--- src/rtl/player_physics_y.sv ---
// player_physics_y: vertical player physics. Once per tick the signed velocity
// is integrated under gravity with multi-jump, fast-drop, ceiling/floor
// clamping and platform landing via a probe of the terrain bitmap ROM.
module player_physics_y #(
    parameter int unsigned TICK_CYCLES = 2000000,
    parameter int unsigned Y_W         = 8,
    parameter int unsigned V_W         = 6,
    parameter int unsigned Y_GROUND    = 192,
    parameter int unsigned Y_CEIL      = 0,
    parameter int unsigned JUMP_V      = 12,
    parameter int unsigned GRAVITY     = 1,
    parameter int unsigned MAX_FALL    = 8,
    parameter int unsigned MAX_JUMPS   = 2,
    parameter int unsigned MAP_LAT     = 1,
    parameter int unsigned SCALE       = 2,
    parameter int unsigned MAP_OFS     = 16,
    parameter logic [11:0] SOLID_RGB   = 12'h000,
    // key codes; defaults must match key_W / key_S of the keyboard decoder
    parameter logic [3:0]  KEY_W       = 4'h1,
    parameter logic [3:0]  KEY_S       = 4'h2
) (
    input  logic           clk,
    input  logic           rst,
    input  logic [3:0]     key,
    input  logic [9:0]     xpos,
    input  logic [11:0]    rgb_pixel,
    output logic [13:0]    map_adr,
    output logic [Y_W-1:0] player_ypos,
    output logic           grounded,
    output logic           tick_done
);

    localparam int unsigned CNT_W = (TICK_CYCLES > 1) ? $clog2(TICK_CYCLES) : 1;
    localparam int unsigned JMP_W = $clog2(MAX_JUMPS + 1);
    localparam int unsigned LAT_W = $clog2(MAP_LAT + 1);
    localparam int unsigned SW    = Y_W + 2;
    localparam int unsigned VX    = V_W + 1;

    localparam logic [CNT_W-1:0]      CNT_LAST  = CNT_W'(TICK_CYCLES - 1);
    localparam logic [Y_W-1:0]        GROUND_Y  = Y_W'(Y_GROUND);
    localparam logic signed [SW-1:0]  GROUND_S  = SW'(Y_GROUND);
    localparam logic signed [SW-1:0]  CEIL_S    = SW'(Y_CEIL);
    localparam logic signed [V_W-1:0] JUMP_VN   = V_W'(0 - JUMP_V);
    localparam logic signed [VX-1:0]  MAXF_X    = VX'(MAX_FALL);
    localparam logic signed [VX-1:0]  G1_X      = VX'(GRAVITY);
    localparam logic signed [VX-1:0]  G2_X      = VX'(2 * GRAVITY);
    localparam logic [JMP_W-1:0]      JMP_MAX   = JMP_W'(MAX_JUMPS);
    localparam logic [LAT_W-1:0]      LAT_LOAD  = LAT_W'(MAP_LAT);
    localparam logic [Y_W-1:0]        MAP_OFS_Y = Y_W'(MAP_OFS);
    localparam logic [9:0]            MAP_OFS_X = 10'(MAP_OFS);

    typedef enum logic [2:0] {
        WAIT_TICK,
        CALC,
        PROBE,
        WAIT_ROM,
        COMMIT
    } state_t;

    state_t                state_q, state_d;
    logic [CNT_W-1:0]      cnt_q, cnt_d;
    logic                  pend_q, pend_d;
    logic [3:0]            key_prev_q, key_prev_d;
    logic [Y_W-1:0]        y_q, y_d;
    logic signed [V_W-1:0] vel_q, vel_d;
    logic                  gnd_q, gnd_d;
    logic [JMP_W-1:0]      jmp_q, jmp_d;
    // update in flight, copied to the architectural state in COMMIT
    logic [Y_W-1:0]        yn_q, yn_d;
    logic signed [V_W-1:0] veln_q, veln_d;
    logic                  gndn_q, gndn_d;
    logic [JMP_W-1:0]      jmpn_q, jmpn_d;
    logic [13:0]           map_adr_q, map_adr_d;
    logic [LAT_W-1:0]      lat_q, lat_d;

    logic                  jump_req;
    logic                  walk;
    logic signed [VX-1:0]  vsum;
    logic signed [V_W-1:0] vel_c;
    logic signed [SW-1:0]  sum_s;
    logic [Y_W-1:0]        cand_c;
    logic [Y_W-1:0]        probe_y;

    assign map_adr     = map_adr_q;
    assign player_ypos = y_q;
    assign grounded    = gnd_q;
    assign tick_done   = (state_q == COMMIT);

    // Free-running tick divider; a tick landing outside WAIT_TICK stays pending (one deep).
    always_comb begin
        cnt_d  = (cnt_q == CNT_LAST) ? '0 : cnt_q + 1'b1;
        pend_d = (cnt_q == CNT_LAST) | (pend_q & (state_q != WAIT_TICK));
    end

    // Physics FSM: next state, velocity integration, clamping and probe handling.
    always_comb begin
        state_d    = state_q;
        key_prev_d = key_prev_q;
        y_d        = y_q;
        vel_d      = vel_q;
        gnd_d      = gnd_q;
        jmp_d      = jmp_q;
        yn_d       = yn_q;
        veln_d     = veln_q;
        gndn_d     = gndn_q;
        jmpn_d     = jmpn_q;
        map_adr_d  = map_adr_q;
        lat_d      = lat_q;
        jump_req   = 1'b0;
        walk       = 1'b0;
        vsum       = '0;
        vel_c      = '0;
        sum_s      = '0;
        cand_c     = y_q;
        probe_y    = y_q;

        unique case (state_q)
            WAIT_TICK: begin
                if (pend_q) state_d = CALC;
            end
            CALC: begin
                key_prev_d = key;
                jump_req   = (key == KEY_W) && (key_prev_q != KEY_W) && (jmp_q != '0);
                gndn_d     = gnd_q;
                jmpn_d     = jmp_q;
                if (jump_req) begin
                    vel_c  = JUMP_VN;
                    jmpn_d = jmp_q - 1'b1;
                    gndn_d = 1'b0;
                end else if (!gnd_q) begin
                    vsum = $signed({vel_q[V_W-1], vel_q}) + ((key == KEY_S) ? G2_X : G1_X);
                    vel_c = (vsum > MAXF_X) ? MAXF_X[V_W-1:0] : vsum[V_W-1:0];
                end else begin
                    vel_c = '0;
                end

                sum_s = $signed({2'b00, y_q}) + $signed({{(SW - V_W){vel_c[V_W-1]}}, vel_c});
                if (sum_s < CEIL_S) begin
                    cand_c = CEIL_S[Y_W-1:0];
                    vel_c  = '0;
                end else if (sum_s > GROUND_S) begin
                    cand_c = GROUND_Y;
                end else begin
                    cand_c = sum_s[Y_W-1:0];
                end

                // resting on a platform: probe the row just below to detect walking off
                walk    = gnd_q && !jump_req;
                probe_y = walk ? cand_c + 1'b1 : cand_c;
                yn_d    = cand_c;

                if ((cand_c == GROUND_Y) && !vel_c[V_W-1]) begin
                    gndn_d  = 1'b1;
                    veln_d  = '0;
                    jmpn_d  = JMP_MAX;
                    state_d = COMMIT;
                end else begin
                    veln_d = vel_c;
                    if ((!vel_c[V_W-1] && (vel_c != '0)) || walk) begin
                        // address registered on entry so the ROM sees it during PROBE
                        map_adr_d[13:8] = 6'((probe_y >> SCALE) + MAP_OFS_Y);
                        map_adr_d[7:0]  = 8'((xpos >> SCALE) + MAP_OFS_X);
                        state_d         = PROBE;
                    end else begin
                        state_d = COMMIT;
                    end
                end
            end
            PROBE: begin
                lat_d   = LAT_LOAD;
                state_d = WAIT_ROM;
            end
            WAIT_ROM: begin
                lat_d = lat_q - 1'b1;
                if (lat_q == LAT_W'(1)) begin
                    if (rgb_pixel != SOLID_RGB) begin
                        yn_d   = y_q;
                        veln_d = '0;
                        gndn_d = 1'b1;
                        jmpn_d = JMP_MAX;
                    end else begin
                        gndn_d = 1'b0;
                    end
                    state_d = COMMIT;
                end
            end
            COMMIT: begin
                y_d     = yn_q;
                vel_d   = veln_q;
                gnd_d   = gndn_q;
                jmp_d   = jmpn_q;
                state_d = WAIT_TICK;
            end
            default: state_d = WAIT_TICK;
        endcase
    end

    // State registers with synchronous active-high reset.
    always_ff @(posedge clk) begin
        if (rst) begin
            state_q    <= WAIT_TICK;
            cnt_q      <= '0;
            pend_q     <= 1'b0;
            key_prev_q <= '0;
            y_q        <= GROUND_Y;
            vel_q      <= '0;
            gnd_q      <= 1'b1;
            jmp_q      <= JMP_MAX;
            yn_q       <= GROUND_Y;
            veln_q     <= '0;
            gndn_q     <= 1'b1;
            jmpn_q     <= JMP_MAX;
            map_adr_q  <= '0;
            lat_q      <= '0;
        end else begin
            state_q    <= state_d;
            cnt_q      <= cnt_d;
            pend_q     <= pend_d;
            key_prev_q <= key_prev_d;
            y_q        <= y_d;
            vel_q      <= vel_d;
            gnd_q      <= gnd_d;
            jmp_q      <= jmp_d;
            yn_q       <= yn_d;
            veln_q     <= veln_d;
            gndn_q     <= gndn_d;
            jmpn_q     <= jmpn_d;
            map_adr_q  <= map_adr_d;
            lat_q      <= lat_d;
        end
    end

endmodule

--- config.mk ---
export PLATFORM = sky130hd
export DESIGN_NAME = player_physics_y
export DESIGN_NICKNAME = d
export VERILOG_FILES = /design/src/rtl/player_physics_y.sv
export SDC_FILE = /design/constraint.sdc
export NUM_CORES = 1
export LEC_CHECK = 0
export ABC_AREA = 0
export CAP_MARGIN = 30
export CORE_MARGIN = 2
export CORE_UTILIZATION = 34
export CTS_CLUSTER_DIAMETER = 200
export DETAILED_ROUTE_END_ITERATION = 8
export DONT_BUFFER_PORTS = 1
export PLACE_DENSITY_LB_ADDON = 0.25
export SLEW_MARGIN = 10
export SYNTH_ARGS = -nofsm -noshare
export SYNTH_HDL_FRONTEND = slang
export SYNTH_SLANG_ARGS = --single-unit
--- constraint.sdc ---
create_clock -name clk -period 8.6 [get_ports clk]
set_input_delay 0.86 -clock clk [delete_from_list [all_inputs] [get_ports clk]]
set_output_delay 0.86 -clock clk [all_outputs]
set_load 0.01 [all_outputs]
# Word-level counts from Yosys, hierarchy flattened
# Cells that the tools add are included.
# word_totals
reg_bits	78
input_bits	28
out_inout_bits	24
wordCells	94
# classes
addsub	8
n_lt_le_gt_ge	3
eq_ne	12
mux	34
n_bitwise	3
n_reduce_logical	20
# op_table
operator	n
$mux 6	9
$mux 8	6
$add 21x1->21 const B	1
$eq 21x21->1 const B	1
$pmux 8 s2	1
$mux 3	4
$pmux 3 s4	1
$pmux 6 s2	1
$reduce_bool 12->1	1
$add 9x6->10	1
$gt 10x9->1 const B	1
$lt 10x1->1 const B	1
$mux 2	5
$add 8x1->8 const B	1
$add 8x5->8 const B	1
$eq 8x8->1 const B	1
$add 6x3->7	1
$gt 7x5->1 const B	1
$add 6x5->6 const B	1
$eq 3x2->1 const B	2
$ne 2x2->1 const B	3
$reduce_and 3->1	2
$reduce_bool 2->1	3
$reduce_bool 6->1	1
20 further kinds	30

# Longest topological paths before layout
# logic_depth
depth_word	18
mapped_depth	23
ltp_nobuf	22

# Least setup slack after synthesis
# No wires, ideal clock.
# synth_timing
path_kind	in2reg
from	input port key[0]
to	register map_adr_q[13] (netlist: map_adr[13])
arrival_time_ns	5.741
t_required_ns	8.468
path_slack_ns	2.727
cell_stages	21
path_buffers	0
path_cell_list	or4b_2 ha_1 inv_1 fa_1 and3b_1 a32oi_1 a31oi_1 nand2_1 nor2_1 ha_1 a211oi_1 nor2_1 o21ai_1 o21bai_1 ha_1 or3_1 or4_4 a2111o_1 xor2_1 o221ai_2 a21oi_1
# synth_between
elab_chain_cells	17
elab_cells_between_ends	32
classes_between	add/sub: 4; order compare: 3; eq/ne: 3; mux: 11; bitwise: 1; reduce/logical: 10
# synth_rtl
element	line	rtl
start, declared	24	input logic [3:0] key,
branches (longest 17 deep; another with $add 9x6->10)	n/a	
end signal, assigned	228	map_adr_q <= map_adr_d;
end, declared	73	logic [13:0] map_adr_q, map_adr_d;
# Parallel ways; which one is timed is not known. The select of a mux whose other input is x is not followed.
# A chain may end at the register's enable or synchronous reset.

# Worst setup path after layout
# Same ends and word-level chain as after synthesis.

==> impl_results.rst <==
.. list-table::
   :header-rows: 1

   * - Metric
     - Value
   * - DRC marker count from the first detailed-route iteration
     - 197
   * - Number of fill cells
     - 1,228
   * - Time the final worst path needs with I/O delays and setup
     - 6.283 ns
   * - Number of global-route vias before repair
     - 3,231
   * - Crit start category
     - primary input
   * - Register area share after synthesis
     - 0.3822
   * - Average wire length per cell after detail routing
     - 14.82 um
   * - Core area
     - 11,860 sq um
   * - Antenna viol nets, final
     - 0
   * - Post-route clock skew
     - 0.007389 ns
   * - Power dissipated by switching net loads
     - 0.0001734 W
   * - Yosys Warn Count
     - 0
   * - Post-Syn Area
     - 4085 sq um
   * - Final cell area excluding filler cells
     - 4472 sq um
   * - Count of different cell masters after synthesis
     - 60
   * - I/O Pins
     - 52
   * - Sinks on Clock Net
     - 78
   * - Internal cell power
     - 0.0005748 W
   * - Max FO, Critical Path
     - 11
   * - Worst Setup Path Type
     - in -> reg
   * - Sequential cell fraction of total power
     - 0.486
   * - Cells resized by post-CTS repair
     - 0
   * - Placed wire-length estimate after detailed placement
     - 6667 um
   * - Max-cap viol count
     - 0
   * - Leftover overflow at the end of global routing
     - 0
   * - Pin count of the biggest net entering global routing
     - 59
   * - Slew at the pin with the worst max-slew slack
     - 0.9631 ns
   * - Global-route usage over all layers
     - 0.1529
   * - Number of flops mapped to enable cells by yosys
     - 0
   * - Static leakage power
     - 1.599 nW
   * - Clock-pin slew reported for the worst setup and hold paths after clock tree synthesis
     - 0.06 ns
   * - ANT cells
     - 0
   * - Chip Height
     - 113.6 um
   * - Share of final-layout standard cells stronger than drive strength 1
     - 0.06301
   * - Part of the power in combinational logic
     - 0.030
   * - Max Freq
     - 159.2 MHz
   * - Switching part of the total
     - 0.2317
   * - Wire length of the first global-routing pass
     - 15,530 um
   * - Number of vias after detailed routing
     - 3,387
   * - Number of hold buffers added after cts
     - 0
   * - Die Wd
     - 113.6 um
   * - Syn nets
     - 542
   * - Prevailing post-synth register cell
     - sky130_fd_sc_hd__dfxtp_1
   * - Die area
     - 12,910 sq um
   * - Max-slew headroom at the worst pin
     - 0.3496
   * - Number of synthesized register bits
     - 78
   * - Power per cell area
     - 167.3 nW/um^2
   * - Final Max Slew Viols
     - 0
   * - Crit path DAT
     - 6.56 ns
   * - Total count of hold-check failures in the final report
     - 0
   * - Cell types with the largest area share after synthesis
     - sky130_fd_sc_hd__dfxtp_1, sky130_fd_sc_hd__nand2_1, sky130_fd_sc_hd__nor2_1
   * - Peak VDD IR
     - 0.08365 mV
   * - Clock buffers created by TritonCTS
     - 9
   * - Vias per std cell
     - 5.300
   * - Total iterations of the first detailed-routing run
     - 4
   * - TNS Setup
     - 0 ns
   * - Cell area reported after detailed placement
     - 4180 sq um
   * - CP Data Required Time
     - 8.88 ns
   * - Initial core utilization
     - 0.3444
   * - Synth Instances
     - 496
   * - Number of cell rows
     - 40
   * - Post-synthesis async set-or-reset flop share
     - 0
   * - Worst min-delay path category
     - reg -> reg
   * - H-tree level count
     - 3
   * - Share of the cycle needed by the critical path after routing
     - 0.7305
   * - Max Root-Sink Buffers
     - 2
   * - Setup repair after global routing missed its margin
     - false
   * - Post-Route Hold Slack
     - 0.4428 ns
   * - Source-to-sink clock delay at the later pin of the worst-skew pair
     - 0.35 ns
   * - Status
     - finished clean
   * - Area Growth Syn to Fin
     - 9.464%
   * - Clock root buffer master
     - sky130_fd_sc_hd__clkbuf_16
   * - Final-report setup violation count
     - 0
   * - Endpoint kind of the worst setup timing path
     - flip-flop
   * - Clock power frac
     - 0.484
   * - Wire length reported by the detailed router
     - 9470 um
   * - Remaining DRCs
     - 0
   * - Average size of a mapped cell
     - 8.236 sq um
   * - Routability congestion estimate from global placement
     - 0.8356
   * - Number of buffers inserted by port buffering
     - 0
   * - Design Power
     - 0.0007482 W
   * - Number of antenna violations at the first check in global routing
     - 0
   * - Fraction of post-synthesis cell area in the top cell type by area
     - 0.3822
   * - TritonCTS clock tree
     - yes
   * - Nets
     - 533
   * - Area leader, netlist
     - sky130_fd_sc_hd__dfxtp_1
   * - Post-CTS setup-driven buffer insertion count
     - 0
## routing by layer
metal	global-route usage	vias up	routed length (um)
met5	0	-	0
met1	0.1797	1590	4231
li1	-	1712	-
met3	0.04038	20	509
met4	0.07317	0	263
met2	0.2599	65	4465
## cells by family after synthesis
kind of cell,synth area share
flip-flops,0.3822
XOR/XNOR,0.08178
multiplexers,0.01225
adder cells (fa/ha/maj),0.05881
buffers and inverters,0.04012
AND/OR/NAND/NOR,0.2401
AO/OA/AOI/OAI,0.1847
## critical path, cell delays in order
cell	delay, ns
sky130_fd_sc_hd__or4b_2	0.73
sky130_fd_sc_hd__ha_1	0.25
sky130_fd_sc_hd__inv_1	0.07
sky130_fd_sc_hd__fa_1	0.26
sky130_fd_sc_hd__and3b_1	0.18
sky130_fd_sc_hd__a32oi_1	0.11
sky130_fd_sc_hd__a31oi_1	0.28
sky130_fd_sc_hd__nand2_1	0.11
sky130_fd_sc_hd__nor2_1	0.22
sky130_fd_sc_hd__ha_1	0.29
sky130_fd_sc_hd__a211oi_1	0.24
sky130_fd_sc_hd__nor2_1	0.11
sky130_fd_sc_hd__o21ai_1	0.30
sky130_fd_sc_hd__o21bai_1	0.14
sky130_fd_sc_hd__ha_1	0.45
sky130_fd_sc_hd__or3_1	0.50
sky130_fd_sc_hd__or4_4	0.54
sky130_fd_sc_hd__a2111o_1	0.38
sky130_fd_sc_hd__xor2_1	0.24
sky130_fd_sc_hd__o221ai_2	0.12
sky130_fd_sc_hd__a21oi_1	0.16
## flip-flops by register name (all words and copies together), names as in the netlist
register and cells:
map_adr 14, jmp_q 2, jmpn_q 2, state_q 3, grounded 1, pend_q 1, key_prev_q 4, gndn_q 1
veln_q 6, player_ypos 8, cnt_q 21, lat_q 1, yn_q 8, vel_q 6
## metrics by stage
| step | worst slack (ns) | util | instances |
|---|---|---|---|
| 4_1_cts | 2.303 | 0.3764 | 638 |
| 3_5_place_dp | 1.969 | 0.3524 | 622 |
| 2_1_floorplan | 2.727 | - | 496 |
| 5_1_grt | 1.825 | 0.3770 | 639 |
| 3_3_place_gp | 2.061 | 0.3524 | 622 |
| 6_report | 2.317 | 0.3770 | 639 |
## area by class of cell
type                            instances  area (sq um)  area share
Sequential cell                        78          1562      0.3492
Tap cell                              147         183.9     0.04113
Clock buffer                           10         239.0     0.05344
Multi-Input combinational cell        377          2360      0.5277
Timing Repair Buffer                    1         7.507    0.001679
Clock inverter                          6         45.04     0.01007
Inverter                               20         75.07     0.01679
## power groups by stage
| stage | sequential (W) | clock (W) | combinational [W] |
|---|---|---|---|
| global placement | 0.000372 | 0 | 0.0000224 |
| floorplan | 0.000371 | 0 | 0.0000219 |
| global route | 0.000364 | 0.000389 | 0.0000256 |
| detailed placement | 0.000372 | 0 | 0.0000225 |
| CTS | 0.000364 | 0.000372 | 0.0000227 |
| finish | 0.000364 | 0.000362 | 0.0000227 |
## path summary, 6_finish.rpt
| kind | from | cells past startpoint | endpoint | slack [ns] |
|---|---|---|---|---|
| worst max-delay path | key[0] | 21 | map_adr[13] | 2.32 |
| worst min-delay path | key_prev_q[0] | 2 | key_prev_q[0] | 0.44 |
| worst max register to register | vel_q[0] | 20 | map_adr[13] | 3.18 |
| worst min register to register | key_prev_q[0] | 2 | key_prev_q[0] | 0.44 |
## synth_stat cells, drive strengths merged, types with 13 or more instances
cell type   n
o21ai      13
xor2       23
a211oi     15
ha         16
xnor2      13
a21oi      38
inv        20
nand3      19
nand2      69
dfxtp      78
clkbuf     18
nor2       68
## layout by cell type, fill, tap and decap left out, types with 5 or more instances in the layout
master,n
sky130_fd_sc_hd__clkbuf_16,9
sky130_fd_sc_hd__o21ai_0,11
sky130_fd_sc_hd__nand3_1,18
sky130_fd_sc_hd__dfxtp_1,78
sky130_fd_sc_hd__nor3_1,6
sky130_fd_sc_hd__nor2_1,68
sky130_fd_sc_hd__a21oi_1,38
sky130_fd_sc_hd__a211oi_1,11
sky130_fd_sc_hd__xnor2_1,13
sky130_fd_sc_hd__a211o_1,6
sky130_fd_sc_hd__inv_1,20
sky130_fd_sc_hd__nor4_1,6
sky130_fd_sc_hd__nand2b_1,5
sky130_fd_sc_hd__a22oi_1,6
sky130_fd_sc_hd__ha_1,16
sky130_fd_sc_hd__mux2i_1,5
sky130_fd_sc_hd__nand2_1,68
sky130_fd_sc_hd__nor2b_1,5
sky130_fd_sc_hd__xor2_1,22
sky130_fd_sc_hd__and3_1,7
Power figures use the tool's default switching activity.
